### src/rtl/vga_sync_gen.sv
// -----------------------------------------------------------------------------
// vga_sync_gen
//
// Raster timing generator for the pixel-clock domain. Produces the column and
// line counters together with hsync, vsync, display enable and line/frame
// strobes for the game and pixel logic.
//
// Optional build macro: VGA_FRAME_CNT_EN
//   When defined, adds an 8-bit frame counter output (frame_cnt).
//
// Ports:
//   clk         in   pixel clock (or 2x pixel clock used together with ce)
//   reset       in   synchronous, active-high
//   ce          in   pixel advance enable; the raster steps only on ce=1 edges
//   hsync       out  horizontal sync, active level = SYNC_POL
//   vsync       out  vertical sync, active level = SYNC_POL
//   hpos        out  current column, 0..H_TOTAL-1
//   vpos        out  current line, 0..V_TOTAL-1
//   de          out  display enable (visible area)
//   line_start  out  one-clk strobe after the step that sets hpos to 0
//   frame_start out  one-clk strobe after the step that sets (hpos,vpos) to (0,0)
//   frame_cnt   out  [VGA_FRAME_CNT_EN only] frames completed since reset, mod 256
//
// Stepping: ce is a plain enable, not a handshake. On a ce=1 edge the raster
// advances one pixel and every output is reloaded from the new position; on a
// ce=0 edge position/sync/de hold and both strobes drop to 0, so a strobe is
// never wider than one clk even when the generator is stalled.
// -----------------------------------------------------------------------------
module vga_sync_gen #(
  parameter int   H_VISIBLE = 640,
  parameter int   H_FRONT   = 16,
  parameter int   H_SYNC    = 96,
  parameter int   H_BACK    = 48,
  parameter int   V_VISIBLE = 480,
  parameter int   V_FRONT   = 10,
  parameter int   V_SYNC    = 2,
  parameter int   V_BACK    = 33,
  parameter logic SYNC_POL  = 1'b0
) (
  input  logic       clk,
  input  logic       reset,
  input  logic       ce,
  output logic       hsync,
  output logic       vsync,
  output logic [9:0] hpos,
  output logic [9:0] vpos,
  output logic       de,
  output logic       line_start,
  output logic       frame_start
`ifdef VGA_FRAME_CNT_EN
  ,
  output logic [7:0] frame_cnt
`endif
);

  localparam int H_TOTAL = H_VISIBLE + H_FRONT + H_SYNC + H_BACK;
  localparam int V_TOTAL = V_VISIBLE + V_FRONT + V_SYNC + V_BACK;

  // Last counter values before wrap.
  localparam logic [9:0] H_LAST = 10'(H_TOTAL - 1);
  localparam logic [9:0] V_LAST = 10'(V_TOTAL - 1);

  // Region bounds are 11 bits wide so an end bound equal to 1024 (a zero
  // back porch on a 1024-long axis) does not wrap to 0.
  localparam logic [10:0] H_VIS_END = 11'(H_VISIBLE);
  localparam logic [10:0] HS_BEGIN  = 11'(H_VISIBLE + H_FRONT);
  localparam logic [10:0] HS_END    = 11'(H_VISIBLE + H_FRONT + H_SYNC);
  localparam logic [10:0] V_VIS_END = 11'(V_VISIBLE);
  localparam logic [10:0] VS_BEGIN  = 11'(V_VISIBLE + V_FRONT);
  localparam logic [10:0] VS_END    = 11'(V_VISIBLE + V_FRONT + V_SYNC);

  // Next-position logic. Sync and de are decoded from the next position and
  // registered alongside it, so every output in a given cycle belongs to the
  // hpos/vpos shown in that same cycle.
  logic       h_wrap;
  logic [9:0] h_next;
  logic [9:0] v_next;
  logic       de_next;
  logic       hs_active;
  logic       vs_active;

  always_comb begin
    h_wrap = (hpos == H_LAST);
    h_next = h_wrap ? 10'd0 : hpos + 10'd1;
    v_next = vpos;
    if (h_wrap) begin
      v_next = (vpos == V_LAST) ? 10'd0 : vpos + 10'd1;
    end
    de_next   = ({1'b0, h_next} < H_VIS_END) && ({1'b0, v_next} < V_VIS_END);
    hs_active = ({1'b0, h_next} >= HS_BEGIN) && ({1'b0, h_next} < HS_END);
    // v_next only moves on a horizontal wrap, so vsync can only change on
    // the step that takes hpos to 0.
    vs_active = ({1'b0, v_next} >= VS_BEGIN) && ({1'b0, v_next} < VS_END);
  end

  always_ff @(posedge clk) begin
    if (reset) begin
      // Parked on the last pixel of the frame, so the first enabled step
      // lands on (0,0) and raises frame_start.
      hpos        <= H_LAST;
      vpos        <= V_LAST;
      de          <= 1'b0;
      hsync       <= ~SYNC_POL;
      vsync       <= ~SYNC_POL;
      line_start  <= 1'b0;
      frame_start <= 1'b0;
    end else if (ce) begin
      hpos        <= h_next;
      vpos        <= v_next;
      de          <= de_next;
      hsync       <= hs_active ? SYNC_POL : ~SYNC_POL;
      vsync       <= vs_active ? SYNC_POL : ~SYNC_POL;
      line_start  <= h_wrap;
      frame_start <= h_wrap && (vpos == V_LAST);
    end else begin
      line_start  <= 1'b0;
      frame_start <= 1'b0;
    end
  end

`ifdef VGA_FRAME_CNT_EN
  // first_frame marks that the next (0,0) entry is the one right after
  // reset; that entry opens frame 0 and must not count.
  logic first_frame;

  always_ff @(posedge clk) begin
    if (reset) begin
      frame_cnt   <= 8'd0;
      first_frame <= 1'b1;
    end else if (ce && h_wrap && (vpos == V_LAST)) begin
      if (first_frame) begin
        first_frame <= 1'b0;
      end else begin
        frame_cnt <= frame_cnt + 8'd1;
      end
    end
  end
`endif

endmodule

### config.mk
export PLATFORM = sky130hd
export DESIGN_NAME = vga_sync_gen
export DESIGN_NICKNAME = d
export VERILOG_FILES = /design/src/rtl/vga_sync_gen.sv
export SDC_FILE = /design/constraint.sdc
export NUM_CORES = 1
export LEC_CHECK = 0
export BUFFER_PORTS_ARGS = -buffer_cell sky130_fd_sc_hd__buf_2
export CAP_MARGIN = 10
export CELL_PAD_IN_SITES_DETAIL_PLACEMENT = 0
export CELL_PAD_IN_SITES_GLOBAL_PLACEMENT = 1
export CORE_MARGIN = 1
export CORE_UTILIZATION = 40
export CTS_CLUSTER_SIZE = 8
export DETAILED_ROUTE_END_ITERATION = 8
export GPL_TIMING_DRIVEN = 0
export MAX_ROUTING_LAYER = met4
export PLACE_DENSITY_LB_ADDON = 0.3
export SLEW_MARGIN = 30
export SYNTH_ARGS = -nofsm -noshare
export SYNTH_HDL_FRONTEND = slang
export SYNTH_SLANG_ARGS = --single-unit
### constraint.sdc
create_clock -name clk -period 2.75 [get_ports clk]
set_clock_uncertainty 0.1 [all_clocks]
set_input_delay 0.1375 -clock clk [delete_from_list [all_inputs] [get_ports clk]]
set_output_delay 0.1375 -clock clk [all_outputs]
set_load 0.02 [all_outputs]
==> results.toml <==
[run_status]
status = "completed"

[power_and_ir_drop]
switching_share_pct = 36.8
clkPwrFrac_pct = 22.8
p_switching_w = 0.000359
seqPwrFrac_pct = 43.0
ir_worst_vdd_mv = 0.396
p_comb_share_pct = 34.3
p_leak_nw = 0.708
p_per_area_mw_per_mm2 = 541
internal_power_w = 0.000617

[clock_tree]
cts_tree = "yes"
worstSkewPairLatency_ns = 0.27
path_clk_slew_ns = 0.09
cts_hold_buf = 0
clock-sinks = 25
clockBufferDepth = 2
numCtsBuffers = 3
htreeDepth = 1
post-cts-setup-buffer-count = 0
ctsResizeCount = 0
root_buffer = "clkbuf_8"

[worst_setup_path]
crit_path_top_delay_cell = "dfxtp_1"
critPathKind = "reg -> reg"
required_ns = 2.86
cp.arrival_ns = 2.40
worstSetupEndpointType = "flip-flop"
path_cells = "ha_1 -> and4_4 -> nand3_2 -> nor2_4 -> nand2_2 -> or4_1 -> a21oi_1"
max_stage_delay_ns = 0.44
crit_fanout = 9
cp-start-kind = "flip-flop"

[final_layout]
mostFrequentLayoutCell = "buf_2"
drive_gt1_share_pct = 19.9
fillers = 384
area.growth.synth_to_final_pct = 15.1
diodes = 0
final_cell_mix = "buf_2 (28), dfxtp_1 (25), nand2_1 (20), a21oi_1 (19), nor2_1 (18)"
layout.nets = 238
final_cells = 279

[logic_synthesis]
seq_area_frac_synth_pct = 31.9
ys_warn_count = 0
syn_area_sq_mm = 0.00157
avgSynthCellArea_sq_um = 7.81
synth.distinct_cells = 51
synthTopCellsByArea = "dfxtp_1 (32%), a21oi_1 (6.1%), nand2_1 (4.8%)"
synth_flop_cell = "dfxtp_1"
synthCells = 201
synth_edf_count = 0
syn_nets = 207
ys_ff_latch = 25
synth.top_cell.area_share_pct = 31.9
async_reset_ff_share_pct = 0
synth_area_leader_cell = "dfxtp_1"

[placed_design]
gp_congestion = 0.810
port_buffers = 26
dp_cells = 275
dp_hpwl_mm = 2.76

[timing]
finalCritPeriodShare_pct = 83.2
finalHoldViolCount = 0
setup_viol_count_final = 0
fin_crit_ns = 2.29
maxSlewViolCount = 0
max_freq_mhz = 437
worst_slew_pin_slew_ns = 0.517
rsz0062_at_grt = "no"
slew-limit-headroom_pct = 65.5
fin_tns_setup_ns = 0

[die]
core_area_sq_mm = 0.00372
die_width_um = 64.6
initial_core_util_pct = 42.2
chipHeight_um = 64.6
std_cell_rows = 22
io_pins = 28
die_area_sq_mm = 0.00418

[global_routing]
grtUsageTotal_pct = 20.0
grt_pass1_vias = 1427
antenna_found_initial = 0
grt_pass1_wl_mm = 6.48
grt_max_degree = 15
overflow = 0

[detailed_routing]
postRouteAntennaNets = 0
dr.pass1.iters = 4
drcViolationCount = 0
drt-total-wl_mm = 3.85
routedWlPerCell_um = 13.8
drt_iter0_markers = 74
via_per_inst = 5.71
vias = 1594

[hold_path]
hold_class = "in -> reg"

[run]
cap_violations = 0
per-stage QoR:
| stage | hold slack [ns] | total power (W) | utilization, % | worst slack (ns) | instance area [sq um] |
|---|---|---|---|---|---|
| after CTS | 0.0353 | 0.000987 | 48.6 | 0.435 | 1810 |
| after global placement | 0.319 | 0.000760 | 47.3 | 0.458 | 1760 |
| final | 0.0443 | 0.000977 | 48.6 | 0.463 | 1810 |
| after floorplan | 0.144 | 0.000676 | - | 0.619 | 1570 |
| after detailed placement | 0.330 | 0.000761 | 47.3 | 0.479 | 1760 |
| after global routing | 0.0579 | 0.00104 | 48.6 | 0.278 | 1810 |
cells in the mapped netlist, drive strengths merged (2+ instances only):
cell	n
nand3	9
a211o	3
nand4	7
inv	4
nand2	22
nor2	19
dfxtp	25
nor2b	5
nor3	8
a21oi	19
o21bai	2
clkbuf	7
buf	6
o21ai	13
o21a	2
and3	5
or4	3
and4	5
xor2	4
nand2b	2
a31oi	5
o211ai	2
and2	3
or3	4
ha	3
area by class of cell:
cell class | count | area (sq um) | area share (%)
plain buffers | 13 | 87.6 | 4.85
well taps | 48 | 60.1 | 3.33
repair buffers | 26 | 130 | 7.21
multi-input cells | 159 | 966 | 53.5
inverters | 4 | 15.0 | 0.832
clock buffers | 3 | 41.3 | 2.29
flip-flops and latches | 25 | 500 | 27.7
clock inverters | 1 | 5.00 | 0.277
power groups by stage:
| stage | combinational [W] | sequential [W] | clock, W |
|---|---|---|---|
| 5_1_grt | 0.000371 | 0.000424 | 0.000242 |
| 4_1_cts | 0.000335 | 0.000419 | 0.000233 |
| 6_report | 0.000335 | 0.000420 | 0.000222 |
| 3_3_place_gp | 0.000333 | 0.000427 | 0 |
| 2_1_floorplan | 0.000221 | 0.000455 | 0 |
| 3_5_place_dp | 0.000333 | 0.000427 | 0 |
state kept, by name (all words and copies together), names as in the netlist:
signal,flops
hsync,1
vsync,1
hpos,10
frame_start,1
line_start,1
vpos,10
de,1
critical path, delay by kind of cell, from the launching register on:
kind | cells | cell delay, ns
adder cells (fa/ha/maj) | 1 | 0.29
AND/OR/NAND/NOR | 5 | 1.25
AO/OA/AOI/OAI | 1 | 0.14
flip-flops | 1 | 0.44
per-layer routing:
metal | share of wire, % | GRT usage (%) | vias up
met1 | 49 | 26.3 | 746
met3 | 4.8 | 3.87 | 4
li1 | - | - | 809
met2 | 46 | 32.1 | 35
met4 | 0.36 | 3.61 | 0
met5 | 0 | - | -
cell families (layout without fill, tap and decap cells):
kind of cell / count (synthesis) / in the layout / synth area share (%)
buffers and inverters: 17 / 47 / 6.54
and+or+nand+nor: 97 / 97 / 35.2
adders and majority gates: 3 / 3 / 2.39
DFF: 25 / 25 / 31.9
AOI/OAI and AO/OA: 54 / 54 / 21.2
xor gates and xnor gates: 5 / 5 / 2.79
final timing paths:
check	from	slack, ns	end	cells past startpoint
max reg2reg	hpos[0]	0.46	vpos[4]	7
min	reset	0.04	vpos[9]	2
min reg2reg	de	0.36	de	2
max	hpos[0]	0.46	vpos[4]	7
Power figures use the tool's default switching activity.
